<file path="src/rtl/hyperbus_pkg.sv">
// hyperbus_pkg: shared arbiter state encodings, mask width helper and default timing
package hyperbus_pkg;
    typedef enum logic [2:0] {
        ST_IDLE = 3'b001,
        ST_XFER = 3'b010,
        ST_GAP  = 3'b100
    } arb_state_e;

    localparam int GAP_DEFAULT     = 2;
    localparam int TIMEOUT_DEFAULT = 255;

    function automatic int mask_width(input int dw);
        return dw / 8 + 1;
    endfunction
endpackage

</file>
<file path="src/rtl/hyperbus_arbiter_rr_picker.sv">
// rr_picker: combinational round-robin one-hot selector, search starts at ptr
module rr_picker #(
    parameter  int N  = 2,
    localparam int PW = $clog2(N)
) (
    input  logic [N-1:0]  req,
    input  logic [PW-1:0] ptr,
    output logic [N-1:0]  gnt
);
    logic [N-1:0]   rot;
    logic [N-1:0]   sel;
    logic [2*N-1:0] back;

    // rotate so bit 0 is req[ptr], take the lowest set bit, rotate back
    always_comb begin
        rot = N'({req, req} >> ptr);
        sel = '0;
        for (int i = N - 1; i >= 0; i--)
            if (rot[i]) sel = N'(1) << i;
        back = {sel, sel} << ptr;
        gnt  = back[2*N-1:N];
    end
endmodule

</file>
<file path="src/rtl/hyperbus_arbiter.sv">
// hyperbus_arbiter: round-robin sharing of one hyperbus controller among NREQ
// burst requesters, with beat counting, data routing and a beat watchdog.
module hyperbus_arbiter
    import hyperbus_pkg::*;
#(
    parameter  int NREQ        = 2,
    parameter  int WIDTH       = 8,
    parameter  int ADDR_LENGTH = 32,
    parameter  int LEN_WIDTH   = 8,
    parameter  int GAP         = GAP_DEFAULT,
    parameter  int TIMEOUT     = TIMEOUT_DEFAULT,
    localparam int DW          = 2 * WIDTH,
    localparam int MW          = mask_width(DW),
    localparam int PW          = $clog2(NREQ)
) (
    input  logic                        clk,
    input  logic                        rst,
    input  logic [NREQ-1:0]             req_i,
    input  logic [NREQ-1:0]             req_we_i,
    input  logic [NREQ-1:0]             req_reg_i,
    input  logic [NREQ*ADDR_LENGTH-1:0] req_adr_i,
    input  logic [NREQ*LEN_WIDTH-1:0]   req_len_i,
    input  logic [NREQ*DW-1:0]          req_dat_i,
    input  logic [NREQ*MW-1:0]          req_mask_i,
    output logic [NREQ-1:0]             gnt_o,
    output logic [NREQ-1:0]             req_ready_o,
    output logic [NREQ-1:0]             req_valid_o,
    output logic [DW-1:0]               req_dat_o,
    output logic [NREQ-1:0]             done_o,
    output logic [NREQ-1:0]             err_o,
    output logic [ADDR_LENGTH-1:0]      hb_adr_o,
    output logic [DW-1:0]               hb_dat_o,
    output logic [MW-1:0]               hb_mask_o,
    output logic                        hb_reg_space_o,
    output logic                        hb_wrq_o,
    output logic                        hb_rrq_o,
    input  logic                        hb_ready_i,
    input  logic                        hb_valid_i,
    input  logic [DW-1:0]               hb_dat_i
);
    localparam int WDW = $clog2(TIMEOUT + 1);
    localparam int GW  = $clog2(GAP + 1);

    arb_state_e             state_q, state_d;
    logic [NREQ-1:0]        gnt_q, gnt_d, done_q, done_d, err_q, err_d;
    logic [PW-1:0]          gidx_q, gidx_d, ptr_q, ptr_d;
    logic [ADDR_LENGTH-1:0] adr_q, adr_d;
    logic [LEN_WIDTH-1:0]   len_q, len_d, beats_q, beats_d;
    logic                   we_q, we_d, reg_q, reg_d, wrq_q, wrq_d, rrq_q, rrq_d;
    logic [WDW-1:0]         wdog_q, wdog_d;
    logic [GW-1:0]          gap_q, gap_d;
    logic [NREQ-1:0]        pick;
    logic [PW-1:0]          widx;
    logic [LEN_WIDTH-1:0]   wlen;
    logic                   in_burst, beat, last, expire;

    rr_picker #(.N(NREQ)) u_pick (.req(req_i), .ptr(ptr_q), .gnt(pick));

    always_comb begin
        widx = '0;
        for (int i = 0; i < NREQ; i++)
            if (pick[i]) widx = PW'(i);
    end

    assign wlen     = req_len_i[widx*LEN_WIDTH +: LEN_WIDTH];
    assign in_burst = state_q == ST_XFER && beats_q < len_q;
    assign beat     = in_burst && (we_q ? hb_ready_i : hb_valid_i);
    assign last     = beat && beats_q == len_q - 1'b1;
    assign expire   = state_q == ST_XFER && !beat && wdog_q == WDW'(TIMEOUT - 1);

    assign gnt_o          = gnt_q;
    assign done_o         = done_q;
    assign err_o          = err_q;
    assign hb_wrq_o       = wrq_q;
    assign hb_rrq_o       = rrq_q;
    assign hb_adr_o       = adr_q;
    assign hb_reg_space_o = reg_q;
    assign req_dat_o      = hb_dat_i;
    assign hb_dat_o       = req_dat_i[gidx_q*DW +: DW];
    // beyond len the controller may still pull a word; masking it writes nothing
    assign hb_mask_o      = (in_burst && we_q) ? req_mask_i[gidx_q*MW +: MW] : '1;
    assign req_ready_o    = (in_burst && we_q && hb_ready_i) ? gnt_q : '0;
    assign req_valid_o    = (in_burst && !we_q && hb_valid_i) ? gnt_q : '0;

    always_comb begin
        state_d = state_q;
        gnt_d   = gnt_q;
        gidx_d  = gidx_q;
        ptr_d   = ptr_q;
        adr_d   = adr_q;
        len_d   = len_q;
        we_d    = we_q;
        reg_d   = reg_q;
        wrq_d   = wrq_q;
        rrq_d   = rrq_q;
        beats_d = beats_q;
        wdog_d  = wdog_q;
        gap_d   = gap_q;
        done_d  = '0;
        err_d   = '0;
        case (state_q)
            ST_IDLE: if (|req_i) begin
                gnt_d   = pick;
                gidx_d  = widx;
                ptr_d   = widx == PW'(NREQ - 1) ? '0 : widx + 1'b1;
                adr_d   = req_adr_i[widx*ADDR_LENGTH +: ADDR_LENGTH];
                len_d   = wlen == '0 ? LEN_WIDTH'(1) : wlen;
                we_d    = req_we_i[widx];
                reg_d   = req_reg_i[widx];
                wrq_d   = req_we_i[widx];
                rrq_d   = !req_we_i[widx];
                beats_d = '0;
                wdog_d  = '0;
                state_d = ST_XFER;
            end
            ST_XFER: begin
                beats_d = beat ? beats_q + 1'b1 : beats_q;
                wdog_d  = beat ? '0 : wdog_q + 1'b1;
                if (last || expire) begin
                    wrq_d   = 1'b0;
                    rrq_d   = 1'b0;
                    done_d  = gnt_q;
                    err_d   = expire ? gnt_q : '0;
                    gnt_d   = '0;
                    gap_d   = GW'(GAP);
                    state_d = ST_GAP;
                end
            end
            ST_GAP: begin
                gap_d   = gap_q - 1'b1;
                state_d = gap_q <= GW'(1) ? ST_IDLE : ST_GAP;
            end
            default: state_d = ST_IDLE;
        endcase
    end

    always_ff @(posedge clk or posedge rst) begin
        if (rst) begin
            state_q <= ST_IDLE;
            gnt_q   <= '0;
            gidx_q  <= '0;
            ptr_q   <= '0;
            adr_q   <= '0;
            len_q   <= '0;
            we_q    <= 1'b0;
            reg_q   <= 1'b0;
            wrq_q   <= 1'b0;
            rrq_q   <= 1'b0;
            beats_q <= '0;
            wdog_q  <= '0;
            gap_q   <= '0;
            done_q  <= '0;
            err_q   <= '0;
        end else begin
            state_q <= state_d;
            gnt_q   <= gnt_d;
            gidx_q  <= gidx_d;
            ptr_q   <= ptr_d;
            adr_q   <= adr_d;
            len_q   <= len_d;
            we_q    <= we_d;
            reg_q   <= reg_d;
            wrq_q   <= wrq_d;
            rrq_q   <= rrq_d;
            beats_q <= beats_d;
            wdog_q  <= wdog_d;
            gap_q   <= gap_d;
            done_q  <= done_d;
            err_q   <= err_d;
        end
    end
endmodule

</file>
<file path="config.mk">
export PLATFORM = sky130hd
export DESIGN_NAME = hyperbus_arbiter
export DESIGN_NICKNAME = d
export VERILOG_FILES = /design/src/rtl/hyperbus_pkg.sv /design/src/rtl/hyperbus_arbiter_rr_picker.sv /design/src/rtl/hyperbus_arbiter.sv
export SDC_FILE = /design/constraint.sdc
export NUM_CORES = 1
export LEC_CHECK = 0
export ABC_AREA = 1
export BUFFER_PORTS_ARGS = -buffer_cell sky130_fd_sc_hd__buf_4
export CORE_UTILIZATION = 38
export CTS_BUF_LIST = sky130_fd_sc_hd__clkbuf_8
export DETAILED_ROUTE_END_ITERATION = 10
export PLACE_DENSITY = 0.68
export SLEW_MARGIN = 10
export SYNTH_ARGS = -nofsm -noshare
export SYNTH_HDL_FRONTEND = slang
export SYNTH_SLANG_ARGS = --single-unit
</file>
<file path="constraint.sdc">
create_clock -name clk -period 3.5 [get_ports clk]
set_input_delay 0.175 -clock clk [delete_from_list [all_inputs] [get_ports clk]]
set_output_delay 0.175 -clock clk [all_outputs]
set_load 0.03 [all_outputs]
</file>
# Yosys cells after proc, flatten, opt, wreduce, memory -nomap -nowiden
# Index checks and enable logic that the tools add are counted.
# classes
add_sub_neg	5
mul	1
n_lt_le_gt_ge	3
eq_ne	8
shift	6
n_mux	37
n_reduce_logical	23
# op_table
op	count
variable part select 64 x 7 -> 32 bit	1
2-to-1 mux 8 bit	4
case mux 8 bit (2 select lines)	2
variable part select 32 x 6 -> 16 bit	1
2-to-1 mux 2 bit	12
adder 8 x 1 -> 8 bit, second input constant	2
variable part select 16 x 5 -> 8 bit	1
2-to-1 mux 3 bit	4
2-to-1 mux 1 bit	10
logical AND 1 bit	9
case mux 3 bit (3 select lines)	1
equality test 8 bit	1
equality test 8 bit, second input constant	1
zero test 8 bit	1
less-than comparator 8 bit	1
case mux 2 bit (2 select lines)	2
AND reduction 2 bit	4
subtractor 8 x 1 -> 8 bit, second input constant	1
AND reduction 3 bit	2
variable part select 6 x 4 -> 3 bit	1
!= test 2 bit, second input constant	2
case mux 1 bit (2 select lines)	2
nonzero test 2 bit	2
left shift 4 x 1 -> 4 bit	1
13 further kinds	15
# word_totals
reg_bits	73

# Logic depth before layout (Yosys ltp)
# logic_depth
word_depth	10
mapped_depth	15
ltp_nobuf	15

# Modules after synthesis
# From an unflattened synthesis, not the netlist that was laid out.
# hier_totals
cells_unflattened	540
area_unflattened_um2	4274.1
# by_module_without_submodules
module	instances	cells_per_inst	area_each_um2	seq_area_each_um2
hyperbus_arbiter	1	535	4254.1	1828.0
rr_picker	1	5	20.0	0.0

# Least setup slack after synthesis
# OpenSTA, ideal clock, no wires.
# synth_timing
path_type	register to output
from	register len_q[5]
to	output req_ready_o[0]
arrival_time_ns	1.796
path_slack_ns	1.529
path_stages_with_launch	10
path_buffers	0
cell_sequence	dfrtp_1 > inv_1 > ha_1 > a21oi_1 > nor2_1 > nor2_2 > nand2_1 > nor2_1 > nand2_1 > nor2_1
# synth_via
elab_chain_cells	5
# synth_lines
item	line	rtl
from (decl)	hyperbus_arbiter.sv:48	logic [LEN_WIDTH-1:0] len_q, len_d, beats_q, beats_d;
from (signal assigned)	hyperbus_arbiter.sv:160	len_q <= len_d;
less-than comparator 8 bit	hyperbus_arbiter.sv:66	assign in_burst = state_q == ST_XFER && beats_q < len_q;
logical AND 1 bit	hyperbus_arbiter.sv:66	
logical AND 1 bit (2 in a row)	hyperbus_arbiter.sv:82	assign req_ready_o = (in_burst && we_q && hb_ready_i) ? gnt_q : '0;
2-to-1 mux 2 bit	hyperbus_arbiter.sv:82	
to (decl)	hyperbus_arbiter.sv:26	output logic [NREQ-1:0] req_ready_o,
# Every way passes these cells.

# Worst setup path in the final report
# layout_timing
from	register len_q[5]
to	output req_ready_o[1]
# The elaborated chain is that of the path after synthesis.

==> results.txt <==
- Setup repair after global routing left no endpoint under its margin.
- Initial antenna violation count: 0
- Filler Cells Inserted: about 1100
* Post-layout worst setup margin: 0.972 ns
- Overall power consumption: approximately 4.7 mW
- In this run the remaining antenna-violating nets after routing total 0.
- GRT overflow: 0
- Summing all placed instances gives a cell area of between 0.005 and 0.006 mm^2.
- On the critical path, the stage with the largest delay is an instance of sky130_fd_sc_hd__dfrtp_1.
* DRC viols: 0
- CTS tree: built
- CTS-repair resized insts: 0
- Iteration-0 DRC count of the detailed router: between 200 and 250
* Average via count per standard cell: about 5
- Post-route fraction of the period consumed by the critical path: 0.722
* Largest net degree at the start of global routing: 53
- Worst hold path type: primary input to flop
- By instance count, the cell type seen most on the critical path is sky130_fd_sc_hd__nor2_1.
- For this run, the total global-route usage over all layers was measured as 0.204.
- In this run the mean area of a mapped cell was roughly 8.3 um^2.
- The largest single stage delay on the critical path is 0.45 ns.
* I/O Pins: between 200 and 250
- Portion of the post-synthesis area used by sequential elements: 0.409
* Post-synth ARST share: 1.00
- Result of the run: completed
- The region available for standard cell placement spans 0.0114 mm^2.
- Deepest level of the CTS H-tree: 3
- Number of synthesized flops with an enable pin: 0
- Of the cells placed in the final design, the portion with a size suffix greater than 1 is 0.376.
- Number of unique standard cell types used by synthesis: 39
* Worst skew pair latency: between 0.3 and 0.4 ns
- Once layout is done, the placed cells without fillers occupy between 0.006 and 0.007 mm^2.
* Die Width: between 100 and 150 um
* Util after Layout: 0.535
* Total count of hold-check failures in the final report: 0
- Number of antenna repair diodes: 0
- Wires add up to roughly 12000 um.
- For this design, the sink count on the clock tree is 73.
* Root cell of the clock tree: sky130_fd_sc_hd__clkbuf_8
- The first global-routing pass estimated 18800 um of wire.
* Final Skew: around 0.0097 ns
- Synthesis handed over a netlist of approximately 540 instances.
- Worst ir drop on vdd: 0.550 mV
- Predominant post-synthesis flop cell: sky130_fd_sc_hd__dfrtp_1
- The initialized floorplan defines 39 standard-cell rows.
- The critical path goes through inv_1 -> ha_1 -> a21oi_1 -> nor2_1 -> nor2_2 -> nand2_1 -> nor2_1 -> nand2_1 -> nor2_1 -> buf_4.
- The via count of the first global-routing pass was just over 4000.
- Max-cap violations in this run came to 0.
* Power density normalized to cell area: ~780 mW/mm^2
- Multi-input logic area: between 0.002 and 0.0025 mm^2
* Register area: 0.00183 mm^2
- The first detailed-routing pass ran for 4 iterations.
- Routability cong.: around 0.84
* Number of storage elements in the synthesis netlist: 73
- In this run the cell area of the synthesized design comes to around 0.0045 mm^2.
* Kind of start point of the critical path: flop
- Net count after synthesis: 694
- TritonCTS Buffers: 9
- Count of synthesis-stage warnings from yosys: 0
* Fmax: between 0.3 and 0.4 GHz
- Dividing the detail-routed wire length by the instance count gives between 10 and 15 um.
* Die Height: 110 um
- The worst pin sits at a relative slew slack of 0.324.
- Leakage power summed over all cells: ~3.2 nW
* Number of max-slew violations in the final report: 0
- By startpoint and endpoint, the worst setup path is classified as flop to output pin.
- Port buffering added roughly 190 buffers.
- For this configuration, the core starts out at a cell density of 0.391.
* Vias after detailed routing: between 4000 and 5000
* Final #Nets: 865
- Actual transition at the worst max-transition pin: 1.01 ns
- The worst setup path is captured at an output pin.
* Area growth from synthesis to final layout: 36.7%
- Data on the critical path arrives at its endpoint at roughly 2.4 ns.
- Once the clock tree was built, the setup fixing pass inserted 0 buffers.
* Required @ worst endpoint: around 3.3 ns
- Highest net fanout along the worst path: 6
* DP Wirelength: roughly 9300 um
- The die covers roughly 0.012 mm^2.
* Min Clock Period, post-route: 2.53 ns
* Buffer levels on the longest clock path: 2
* Worst Setup Slack post-DPL: around 1.4 ns
* Clock Pin Slew Worst Setup and Hold Paths: 0.08 ns
- Setup violations remaining at the end of the flow were counted as 0.
- Setup TNS: 0 ns
==> final timing paths <==
kind / cells past startpoint / slack, ns / to / start
setup / recovery: 10 / 0.97 / req_ready_o[1] / len_q[5]
min in group asynchronous: 3 / 0.45 / hb_adr_o[16] / rst
hold / removal: 3 / 0.06 / hb_adr_o[23] / req_adr_i[55]
max in group asynchronous: 4 / 2.02 / hb_adr_o[24] / rst
hold reg to reg: 2 / 0.49 / hb_rrq_o / hb_rrq_o
setup reg to reg: 12 / 1.39 / gnt_o[0] / len_q[5]
==> layer usage <==
layer,vias to the layer above,wire [um],global-route usage
met5,-,0,0
met1,1922,4610,0.226
met4,0,282,0.0846
li1,2073,-,-
met3,21,1100,0.0547
met2,200,6070,0.368
==> cell usage in the layout (no fill, tap or decap), types with 2 or more instances in the layout <==
master	n
sky130_fd_sc_hd__buf_4	195
sky130_fd_sc_hd__nand2_1	112
sky130_fd_sc_hd__inv_1	86
sky130_fd_sc_hd__dfrtp_1	72
sky130_fd_sc_hd__nand3_1	47
sky130_fd_sc_hd__nor2_1	32
sky130_fd_sc_hd__o211ai_2	28
sky130_fd_sc_hd__o21ai_0	26
sky130_fd_sc_hd__mux2_2	16
sky130_fd_sc_hd__ha_1	13
sky130_fd_sc_hd__clkbuf_8	9
sky130_fd_sc_hd__nor3_1	8
sky130_fd_sc_hd__xor2_1	8
sky130_fd_sc_hd__o211ai_1	8
sky130_fd_sc_hd__o22ai_1	7
sky130_fd_sc_hd__a21oi_1	5
sky130_fd_sc_hd__nand4_1	5
sky130_fd_sc_hd__xnor2_1	4
sky130_fd_sc_hd__mux2i_1	3
sky130_fd_sc_hd__a21oi_4	2
sky130_fd_sc_hd__nand3_2	2
sky130_fd_sc_hd__inv_2	2
sky130_fd_sc_hd__or2_2	2
sky130_fd_sc_hd__nor2_2	2
sky130_fd_sc_hd__nand2_2	2
sky130_fd_sc_hd__clkinvlp_4	2
==> power breakdown <==
group	leakage, nW	switching, mW	total, mW	internal (mW)
logic	2.20	1.62	2.63	1.01
registers	0.929	0.270	1.44	1.17
clock network	0.0970	0.337	0.666	0.329
==> logic make-up (layout without fill, tap and decap cells) <==
group	Yosys count	after routing	synth area share
adder cells (fa/ha/maj)	13	13	0.0364
flip-flops	73	73	0.409
AND/OR/NAND/NOR	216	216	0.211
AO/OA/AOI/OAI	81	81	0.150
XOR/XNOR	12	12	0.0235
multiplexers	19	19	0.0471
buffers and inverters	123	299	0.122
==> synthesized netlist by cell type, drive strengths merged (2+ instances only) <==
library cell | count | area (um^2)
a21oi | 7 | 46.3
o211ai | 36 | 410
o22ai | 7 | 43.8
clkbuf | 14 | 52.6
inv | 87 | 327
nand4 | 5 | 31.3
nor2 | 34 | 133
ha | 13 | 163
buf | 22 | 168
xor2 | 8 | 70.1
or2 | 2 | 12.5
mux2i | 3 | 30.0
nand3 | 49 | 255
dfrtp | 72 | 1800
o21ai | 26 | 130
xnor2 | 4 | 35.0
nor3 | 9 | 56.3
mux2 | 16 | 180
nand2 | 114 | 433
==> worst max-delay path: cells and delay by family (launching register included) <==
| kind | cells | cell delay, ns |
|---|---|---|
| DFF | 1 | 0.45 |
| adders and majority gates | 1 | 0.31 |
| AOI/OAI and AO/OA | 1 | 0.15 |
| and+or+nand+nor | 6 | 0.86 |
| buffers and inverters | 2 | 0.24 |
==> metrics by stage <==
stage / std cells / hold slack (ns)
final: 856 / 0.0560
after global routing: 856 / 0.0547
after CTS: 856 / 0.0395
after detailed placement: 839 / 0.268
after global placement: 839 / 0.261
after floorplan: 537 / 0.337
==> area by class of cell <==
| class | instances | area share |
|---|---|---|
| Clock inverter | 7 | 0.0117 |
| Sequential cell | 73 | 0.300 |
| Tap cell | 143 | 0.0293 |
| Inverter | 87 | 0.0535 |
| Clock buffer | 9 | 0.0203 |
| Multi-Input combinational cell | 341 | 0.344 |
| Timing Repair Buffer | 196 | 0.241 |
==> timing repair <==
action / in CTS / in global routing
endpoints found under the setup margin: 0 / 0
hold buffers: 1 / 0
hold endpoints to repair: 25 / 0
==> registers in the layout, summed over array words and instances, names as in the netlist <==
| register | flops |
|---|---|
| beats_q | 8 |
| done_o | 2 |
| err_o | 2 |
| gap_q | 2 |
| gidx_q | 1 |
| gnt_o | 2 |
| hb_adr_o | 32 |
| hb_reg_space_o | 1 |
| hb_rrq_o | 1 |
| hb_wrq_o | 1 |
| len_q | 8 |
| ptr_q | 1 |
| state_q | 3 |
| wdog_q | 8 |
| we_q | 1 |
(Power assumes the default switching activity.)
